### config.mk
export PLATFORM = sky130hd
export DESIGN_NAME = uart_tx_fifo_drain
export DESIGN_NICKNAME = d
export VERILOG_FILES = /design/src/rtl/uart_tx_fifo_drain_pkg.sv /design/src/rtl/uart_tx_fifo_drain_baud_cnt.sv /design/src/rtl/uart_tx_fifo_drain.sv
export SDC_FILE = /design/constraint.sdc
export NUM_CORES = 1
export LEC_CHECK = 0
export ABC_AREA = 1
export BUFFER_PORTS_ARGS = -buffer_cell sky130_fd_sc_hd__buf_2
export CAP_MARGIN = 25
export CORE_MARGIN = 1
export CORE_UTILIZATION = 53
export DETAILED_ROUTE_END_ITERATION = 10
export GPL_ROUTABILITY_DRIVEN = 0
export PLACE_DENSITY_LB_ADDON = 0.2
export SYNTH_ARGS = -nofsm -noshare
export SYNTH_HDL_FRONTEND = slang
export SYNTH_HIERARCHICAL = 1
export SYNTH_SLANG_ARGS = --single-unit
export TNS_END_PERCENT = 1
### constraint.sdc
create_clock -name iClk -period 1.8 [get_ports iClk]
set_input_delay 0.27 -clock iClk [delete_from_list [all_inputs] [get_ports iClk]]
set_output_delay 0.27 -clock iClk [all_outputs]
set_load 0.01 [all_outputs]
### src/rtl/uart_tx_fifo_drain_pkg.sv
// UART TX drain shared definitions.
// State encodings, data width, default line settings.
package uart_tx_fifo_drain_pkg;

  localparam int DATA_W       = 8;
  localparam int CLK_FREQ_DEF = 100_000_000;
  localparam int BAUD_DEF     = 9600;

  typedef enum logic [1:0] {
    IDLE  = 2'd0,
    START = 2'd1,
    DATA  = 2'd2,
    STOP  = 2'd3
  } txState_e;

  function automatic int calcDiv(
    input int clkFreq,
    input int baud
  );
    return clkFreq / baud;
  endfunction

endpackage

### src/rtl/uart_tx_fifo_drain_baud_cnt.sv
// Free-running bit-period counter, 0..DIV-1.
// Held at zero by iClr; shared with the RX side.
module uart_baud_cnt #(
  parameter int DIV = 10
) (
  input  logic iClk,
  input  logic iRst_n,
  input  logic iClr,
  output logic oBitEnd
);

  localparam int CW = (DIV > 1) ? $clog2(DIV) : 1;
  localparam logic [CW-1:0] LAST = CW'(DIV - 1);

  if (DIV < 2) begin : gBadDiv
    $error("uart_baud_cnt: DIV must be >= 2");
  end

  logic [CW-1:0] cnt;

  // Count cycles within a bit, wrap on the bit boundary.
  always_ff @(posedge iClk or negedge iRst_n) begin
    if (!iRst_n) begin
      cnt <= '0;
    end else if (iClr || cnt == LAST) begin
      cnt <= '0;
    end else begin
      cnt <= cnt + CW'(1);
    end
  end

  assign oBitEnd = (cnt == LAST);

endmodule

### src/rtl/uart_tx_fifo_drain.sv
// 8N1 serializer draining the TX FIFO.
// Pops on !iEmpty, runs frames back-to-back.
module uart_tx_fifo_drain
  import uart_tx_fifo_drain_pkg::*;
#(
  parameter int CLK_FREQ = CLK_FREQ_DEF,
  parameter int BAUD     = BAUD_DEF
) (
  input  logic              iClk,
  input  logic              iRst_n,
  input  logic              iEmpty,
  input  logic [DATA_W-1:0] iRdData,
  output logic              oPop,
  output logic              oTx,
  output logic              oBusy,
  output logic              oTxDone
);

  localparam int DIV = calcDiv(CLK_FREQ, BAUD);

  if (DIV < 2) begin : gBadDiv
    $error("uart_tx_fifo_drain: CLK_FREQ/BAUD must be >= 2");
  end

  txState_e          state;
  txState_e          stateNxt;
  logic [DATA_W-1:0] shift;
  logic [DATA_W-1:0] shiftNxt;
  logic [2:0]        idx;
  logic [2:0]        idxNxt;
  logic              txNxt;
  logic              popNxt;
  logic              busyNxt;
  logic              doneNxt;
  logic              bitEnd;

  uart_baud_cnt #(
    .DIV (DIV)
  ) uBaud (
    .iClk    (iClk),
    .iRst_n  (iRst_n),
    .iClr    (state == IDLE),
    .oBitEnd (bitEnd)
  );

  // Next state and next registered outputs.
  always_comb begin
    stateNxt = state;
    shiftNxt = shift;
    idxNxt   = idx;
    txNxt    = oTx;
    popNxt   = 1'b0;
    doneNxt  = 1'b0;
    unique case (state)
      IDLE: begin
        txNxt = 1'b1;
        if (!iEmpty) begin
          shiftNxt = iRdData;
          popNxt   = 1'b1;
          txNxt    = 1'b0;
          stateNxt = START;
        end
      end
      START: begin
        if (bitEnd) begin
          stateNxt = DATA;
          idxNxt   = '0;
          txNxt    = shift[0];
        end
      end
      DATA: begin
        if (bitEnd) begin
          shiftNxt = {1'b0, shift[DATA_W-1:1]};
          idxNxt   = idx + 3'd1;
          if (idx == 3'd7) begin
            stateNxt = STOP;
            txNxt    = 1'b1;
          end else begin
            txNxt = shift[1];
          end
        end
      end
      STOP: begin
        if (bitEnd) begin
          doneNxt = 1'b1;
          if (!iEmpty) begin
            shiftNxt = iRdData;
            popNxt   = 1'b1;
            txNxt    = 1'b0;
            stateNxt = START;
          end else begin
            txNxt    = 1'b1;
            stateNxt = IDLE;
          end
        end
      end
      default: begin
        txNxt    = 1'b1;
        stateNxt = IDLE;
      end
    endcase
    busyNxt = (stateNxt != IDLE);
  end

  // Register state, datapath and all outputs.
  always_ff @(posedge iClk or negedge iRst_n) begin
    if (!iRst_n) begin
      state   <= IDLE;
      shift   <= '0;
      idx     <= '0;
      oTx     <= 1'b1;
      oPop    <= 1'b0;
      oBusy   <= 1'b0;
      oTxDone <= 1'b0;
    end else begin
      state   <= stateNxt;
      shift   <= shiftNxt;
      idx     <= idxNxt;
      oTx     <= txNxt;
      oPop    <= popNxt;
      oBusy   <= busyNxt;
      oTxDone <= doneNxt;
    end
  end

endmodule
==> results.json, run 1 <==
{
  "outcome": "finished, final reports clean",
  "ys_warn_count": 6,
  "yosys.area_share.simple_pct": 28.70,
  "min_path_type": "input port to register",
  "slowest_delay_ns": 0.43,
  "root_buffer": "clkbuf_4",
  "p_comb_share_pct": 3.3,
  "yosys.cell_types.count": 28,
  "avgRoutedWirePerCell_um": 11.11,
  "overflow": 0,
  "seqPwrFrac_pct": 61.9,
  "drtIter0Drc": 51,
  "place_ws_ns": -0.02550,
  "avgSynthCellArea_sq_um": 7.992,
  "relSlewSlack_pct": 54.53,
  "nNetsFinal": 267,
  "synth_top_family_by_area": "simple AND/OR/NAND/NOR gates",
  "synth.cell_area_sq_mm": 0.001774,
  "synth_top_cell_area_share_pct": 42.31,
  "finalCritPeriodShare_pct": 89.51,
  "cp_slowest_cell": "dfrtp_1",
  "cts_tree": "done",
  "cts_inserted_buffers": 5,
  "start_util_pct": 57.18,
  "place_inst": 284,
  "intPower_mw": 0.8629,
  "htreeDepth": 2,
  "power_frac_clock_pct": 34.8,
  "die_w_um": 59.86,
  "synthMuxAreaShare_pct": 0,
  "fillers": 324,
  "num_rows": 20,
  "clkTransAtPathRegs_ns": 0.09,
  "grt_max_degree": 32,
  "rsz0062_at_grt": "false",
  "skew_ns": 0.005282,
  "grt_pass1_vias": 1292,
  "arrival_ns": 1.84,
  "grt_pass1_wl_um": 5595,
  "num_vias": 1446,
  "hold_ws_ns": 0.1851,
  "peakVddDrop_uv": 414.1,
  "setup_violations": 0,
  "finalPower_mw": 1.124,
  "endpoint_kind": "register",
  "synth-adder-area-share_pct": 5.642,
  "die_y_um": 59.86,
  "fin_crit_ns": 1.611,
  "num_io_pins": 15,
  "core-area_sq_mm": 0.003103,
  "hpwlAfterDp_um": 2341,
  "leakagePower_nw": 1.038,
  "synthXorXnorAreaFrac_pct": 3.456,
  "path_cells": "nor2_1 -> nand3_1 -> nor3_4 -> inv_4 -> o21ai_1 -> nand2_4 -> nand2_1 -> o21ai_2",
  "postRouteAntennaNets": 0,
  "syn-num-nets": 241,
  "yosys.area.top_type": "dfrtp_1",
  "crit_type": "register to register",
  "dr.pass1.iters": 4,
  "syn_inst": 222,
  "powerDensity_mw_per_mm2": 562.0,
  "syn2layout_area_growth_pct": 12.69,
  "path_max_fanout": 16,
  "cp-start-kind": "register",
  "layout-drive-gt1-share_pct": 21.69,
  "max_freq_mhz": 620.7,
  "clock_sinks": 31,
  "synth_area_leaders": "dfrtp_1 42%, nand2_1 11%, nor2_1 6.8%, ha_1 5.6%, inv_1 4.9%",
  "postCtsSetupRepairBufs": 0,
  "antenna_found_initial": 0,
  "worstMarginPinSlew_ns": 0.6820,
  "maxSlewViolCount": 0,
  "crit_required_ns": 2.03,
  "clk_latency_ns": 0.33,
  "grt_usage_pct": 21.52,
  "drc": 0,
  "power.share.switching_pct": 23.21,
  "routed_wirelength_um": 3254,
  "die_area_sq_mm": 0.003583,
  "synth_compound_area_share_pct": 10.51,
  "hold_viol_final": 0,
  "seq_area_frac_synth_pct": 43.79,
  "fin_cells": 293,
  "n_antenna_cell": 0,
  "fin_ws_ns": 0.1889,
  "max-cap-violations": 0,
  "clockBufferDepth": 2,
  "ys_ff_latch": 31,
  "portBuffers": 14,
  "vias_per_cell": 4.935,
  "power_switching_mw": 0.2608
}
==> state kept, by name (all words and copies together) (netlist names) <==
register   cells
uBaud/cnt     14
shift          8
oPop           1
state          2
oTx            1
oTxDone        1
oBusy          1
idx            3
==> cells in the mapped netlist, drive strengths merged <==
cell     n
nand2   55
nor2    34
dfrtp   30
inv     25
o21ai   21
nand3   16
ha       8
or2      6
a21oi    5
buf      5
nand4    4
xor2     4
xnor2    3
nor3     2
a21boi   1
dfstp    1
o211ai   1
o21bai   1
==> cell families (layout without fill, tap and decap cells) <==
group / after synthesis / in the layout
buffers and inverters: 30 / 57
flip-flops: 31 / 31
adder cells (fa/ha/maj): 8 / 8
AND/OR/NAND/NOR: 117 / 117
AO/OA/AOI/OAI: 29 / 29
XOR/XNOR: 7 / 7
==> layout make-up <==
class / instances / area [sq um] / share of cell area (%)
tap: 44 / 55.05 / 2.753
multi-input combinational: 161 / 873.3 / 43.68
timing repair buffer: 24 / 147.6 / 7.384
clock buffer: 7 / 45.04 / 2.253
inverter: 25 / 96.34 / 4.819
clock inverter: 1 / 5.005 / 0.2503
sequential: 31 / 777.0 / 38.86
==> power groups by stage <==
stage	Combinational [mW]	Clock [mW]	Sequential (mW)
final	0.0370	0.391	0.696
after global routing	0.0431	0.448	0.696
after CTS	0.0385	0.414	0.696
after detailed placement	0.0368	0	0.710
after global placement	0.0366	0	0.710
after floorplan	0.0114	0	0.710
==> per-stage QoR <==
step           TNS [ns]  cell area [sq um]  util [%]
3_3_place_gp          0               1923     61.98
3_5_place_dp   -0.09903               1923     61.98
4_1_cts               0               1988     64.07
2_1_floorplan         0               1774         -
6_report              0               1999     64.44
5_1_grt               0               1999     64.44
==> worst max-delay path, delay by kind of cell (launching register included) <==
family          cells  cell delay [ns]
simple gates        5             0.83
flops               1             0.43
compound gates      2             0.18
buf+inv             1             0.07
==> path summary, 6_finish.rpt <==
kind / from / endpoint / slack (ns) / cells past startpoint
min in group asynchronous: iRst_n / uBaud/cnt[2] / 0.50 / 2
max reg2reg: uBaud/cnt[4] / shift[6] / 0.19 / 8
min reg2reg: idx[0] / idx[0] / 0.48 / 1
max: uBaud/cnt[4] / shift[6] / 0.19 / 8
min: iRdData[7] / shift[7] / 0.19 / 3
max in group asynchronous: iRst_n / oPop / 0.86 / 2
==> layer usage <==
| metal | up-vias | wire, um | global-route usage, % |
|---|---|---|---|
| met5 | - | 0 | 0 |
| met4 | 0 | 77 | 9.967 |
| met3 | 7 | 126 | 6.061 |
| met2 | 27 | 1544 | 34.44 |
| met1 | 655 | 1505 | 26.83 |
| li1 | 757 | - | - |
==> repair_timing <==
| action | 4_1_cts | 5_1_grt |
|---|---|---|
| resized for setup | 1 | 2 |
| hold buffers | 1 | 0 |
| cloned | 0 | 0 |
| endpoints found under the hold margin | 30 | 0 |
| endpoints found under the setup margin | 8 | 9 |
==> cell usage in the layout (no fill, tap or decap), types with 2 or more instances in the layout <==
master    count
o21ai_1       7
ha_1          8
nor2_2        2
a21oi_1       4
nand2_2       4
dfrtp_1      30
nand2_1      50
or2_2         4
or2_1         2
inv_1        23
xor2_1        4
buf_4         9
nor2_1       32
o21ai_0       6
nand4_1       4
buf_2        14
o21ai_2       8
clkbuf_4      5
clkbuf_1      2
nand3_1      15
xnor2_1       3
Note: power is estimated with default switching activity, not from simulation.
==> run 2: changes to the inputs <==
--- a/config.mk
+++ b/config.mk
@@ -9,7 +9,7 @@
 export BUFFER_PORTS_ARGS = -buffer_cell sky130_fd_sc_hd__buf_2
 export CAP_MARGIN = 25
 export CORE_MARGIN = 1
-export CORE_UTILIZATION = 53
+export CORE_UTILIZATION = 60
 export DETAILED_ROUTE_END_ITERATION = 10
 export GPL_ROUTABILITY_DRIVEN = 0
 export PLACE_DENSITY_LB_ADDON = 0.2
==> constraint.sdc (replaced) <==
create_clock -name iClk -period 2 [get_ports iClk]
set_input_delay 0.3 -clock iClk [delete_from_list [all_inputs] [get_ports iClk]]
set_output_delay 0.3 -clock iClk [all_outputs]
set_load 0.01 [all_outputs]
==> run 2 against run 1 <==
Net effect:
- highest routed layer unchanged
- combinational power decreased by 13%
- clock power increased by 4%
- core utilization is 5.2 points higher
- critical endpoint is now shift[4]
- register-to-register slack is essentially flat
- largest power group unchanged
- wire length fell by 2.4%
- clock-buffer cell count increased by 1
- die area down 11%
- non-clock buffer count fell by 7
- via count fell by 1.6%
- setup slack worse by 0.012 ns
- total power is 5.2% lower
==> results.json, run 2 (synthesis results as in run 1) <==
{
  "crit_required_ns": 2.22,
  "clockBufferDepth": 2,
  "overflow": 0,
  "hpwlAfterDp_um": 2294,
  "cts_inserted_buffers": 5,
  "core-area_sq_mm": 0.002781,
  "cp-start-kind": "register",
  "setup_violations": 0,
  "die_area_sq_mm": 0.003179,
  "num_io_pins": 15,
  "grt_pass1_vias": 1332,
  "root_buffer": "clkbuf_4",
  "routed_wirelength_um": 3177,
  "final_cell_mix": "50 x nand2_1, 32 x nor2_1, 30 x dfrtp_1, 23 x inv_1, 15 x nand3_1",
  "final_common_cell": "nand2_1",
  "cts_tree": "done",
  "drc": 0,
  "dr.pass1.iters": 4,
  "num_vias": 1423,
  "holdBufCountCts": 0,
  "rsz0062_at_grt": "false",
  "place_ws_ns": 0.1181,
  "grt_max_degree": 32,
  "clock_sinks": 31,
  "hold_viol_final": 0,
  "crit_type": "register to register",
  "relSlewSlack_pct": 55.35,
  "powerDensity_mw_per_mm2": 550.5,
  "worstMarginPinSlew_ns": 0.6697,
  "fin_crit_ns": 1.823,
  "finalCritPeriodShare_pct": 91.17,
  "skew_ns": 0.006891,
  "start_util_pct": 63.79,
  "antenna_found_initial": 0,
  "max-cap-violations": 0,
  "grt_pass1_wl_um": 5678,
  "fin_ws_ns": 0.1765,
  "tns_ns": 0,
  "leakagePower_nw": 0.9936,
  "peakVddDrop_uv": 539.8,
  "portBuffers": 14,
  "num_rows": 19,
  "max_freq_mhz": 548.4,
  "largest_register_ffs": 14,
  "layout-drive-gt1-share_pct": 19.83,
  "maxSlewViolCount": 0,
  "avgRoutedWirePerCell_um": 11.64,
  "path_max_fanout": 16,
  "endpoint_kind": "register",
  "nNetsFinal": 260,
  "drtIter0Drc": 120,
  "n_antenna_cell": 0,
  "die_y_um": 56.38,
  "grt_usage_pct": 23.28,
  "clk_latency_ns": 0.32,
  "syn2layout_area_growth_pct": 9.097,
  "die_w_um": 56.38,
  "outcome": "finished, final reports clean",
  "regMostFlops": "uBaud/cnt",
  "min_path_type": "input port to async pin",
  "fillers": 234,
  "vias_per_cell": 5.212,
  "postRouteAntennaNets": 0,
  "clkTransAtPathRegs_ns": 0.09,
  "arrival_ns": 2.04,
  "htreeDepth": 2,
  "top_regs": "uBaud/cnt (14), shift (8), idx (3)"
}
==> run 2: changes by cell type in the layout (fill, tap and decap cells not counted), sizes merged <==
cell         delta
dlygate4sd3     -1
clkinv          -1
clkbuf          +1
buf             -6
==> run 2: metal layers <==
layer,share of wire (%),vias up,track usage [%]
met2,48,19,37.76
met3,2.7,9,6.221
met5,0,-,0
met1,47,649,29.18
met4,2.3,0,10.45
li1,-,746,-
==> run 2: what timing repair did <==
| action | 4_1_cts | 5_1_grt |
|---|---|---|
| setup endpoints to repair | 0 | 8 |
| setup buffers | 0 | 0 |
| resized for setup | 0 | 1 |
==> run 2: through the flow <==
stage               std cells  instance area, sq um  hold WS [ns]  total power, mW  util (%)
floorplan                 222                  1774      0.004409           0.6491         -
global placement          265                  1862        0.3716           0.6713     66.94
detailed placement        265                  1862        0.3739           0.6719     66.94
CTS                       273                  1931       0.01277            1.086     69.41
global route              273                  1936       0.04407            1.107     69.59
finish                    273                  1936      0.001359            1.066     69.59
==> run 2: path summary, 6_finish.rpt <==
check,start,to,slack (ns),cells past startpoint
max in group asynchronous,iRst_n,oPop,1.57,1
min,iRst_n,uBaud/cnt[9],0.001,1
max,uBaud/cnt[0],shift[4],0.18,9
min reg2reg,idx[0],idx[0],0.49,1
min in group iClk,iRdData[7],shift[7],0.23,3
max reg2reg,uBaud/cnt[0],shift[4],0.18,9
==> run 2: worst max-delay path: stages, from the launching register on <==
cell,delay (ns)
dfrtp_1,0.43
ha_1,0.19
nand3_2,0.11
nor3_1,0.23
buf_4,0.20
inv_4,0.06
o21ai_1,0.13
nand2_4,0.19
nand2_1,0.12
o21ai_2,0.05
==> run 2: power by group <==
part           switching (mW)  total, mW  internal (mW)
clock                   0.201      0.407          0.207
sequential                  0      0.626          0.626
combinational          0.0199     0.0321         0.0122
==> run 2: layout make-up <==
cell class / instances / area, sq um / share of cell area (%)
inverter: 25 / 96.34 / 4.977
clock buffer: 8 / 68.82 / 3.555
timing repair buffer: 17 / 92.59 / 4.783
multi-input combinational: 161 / 862.1 / 44.54
sequential: 31 / 777.0 / 40.14
tap: 31 / 38.79 / 2.004
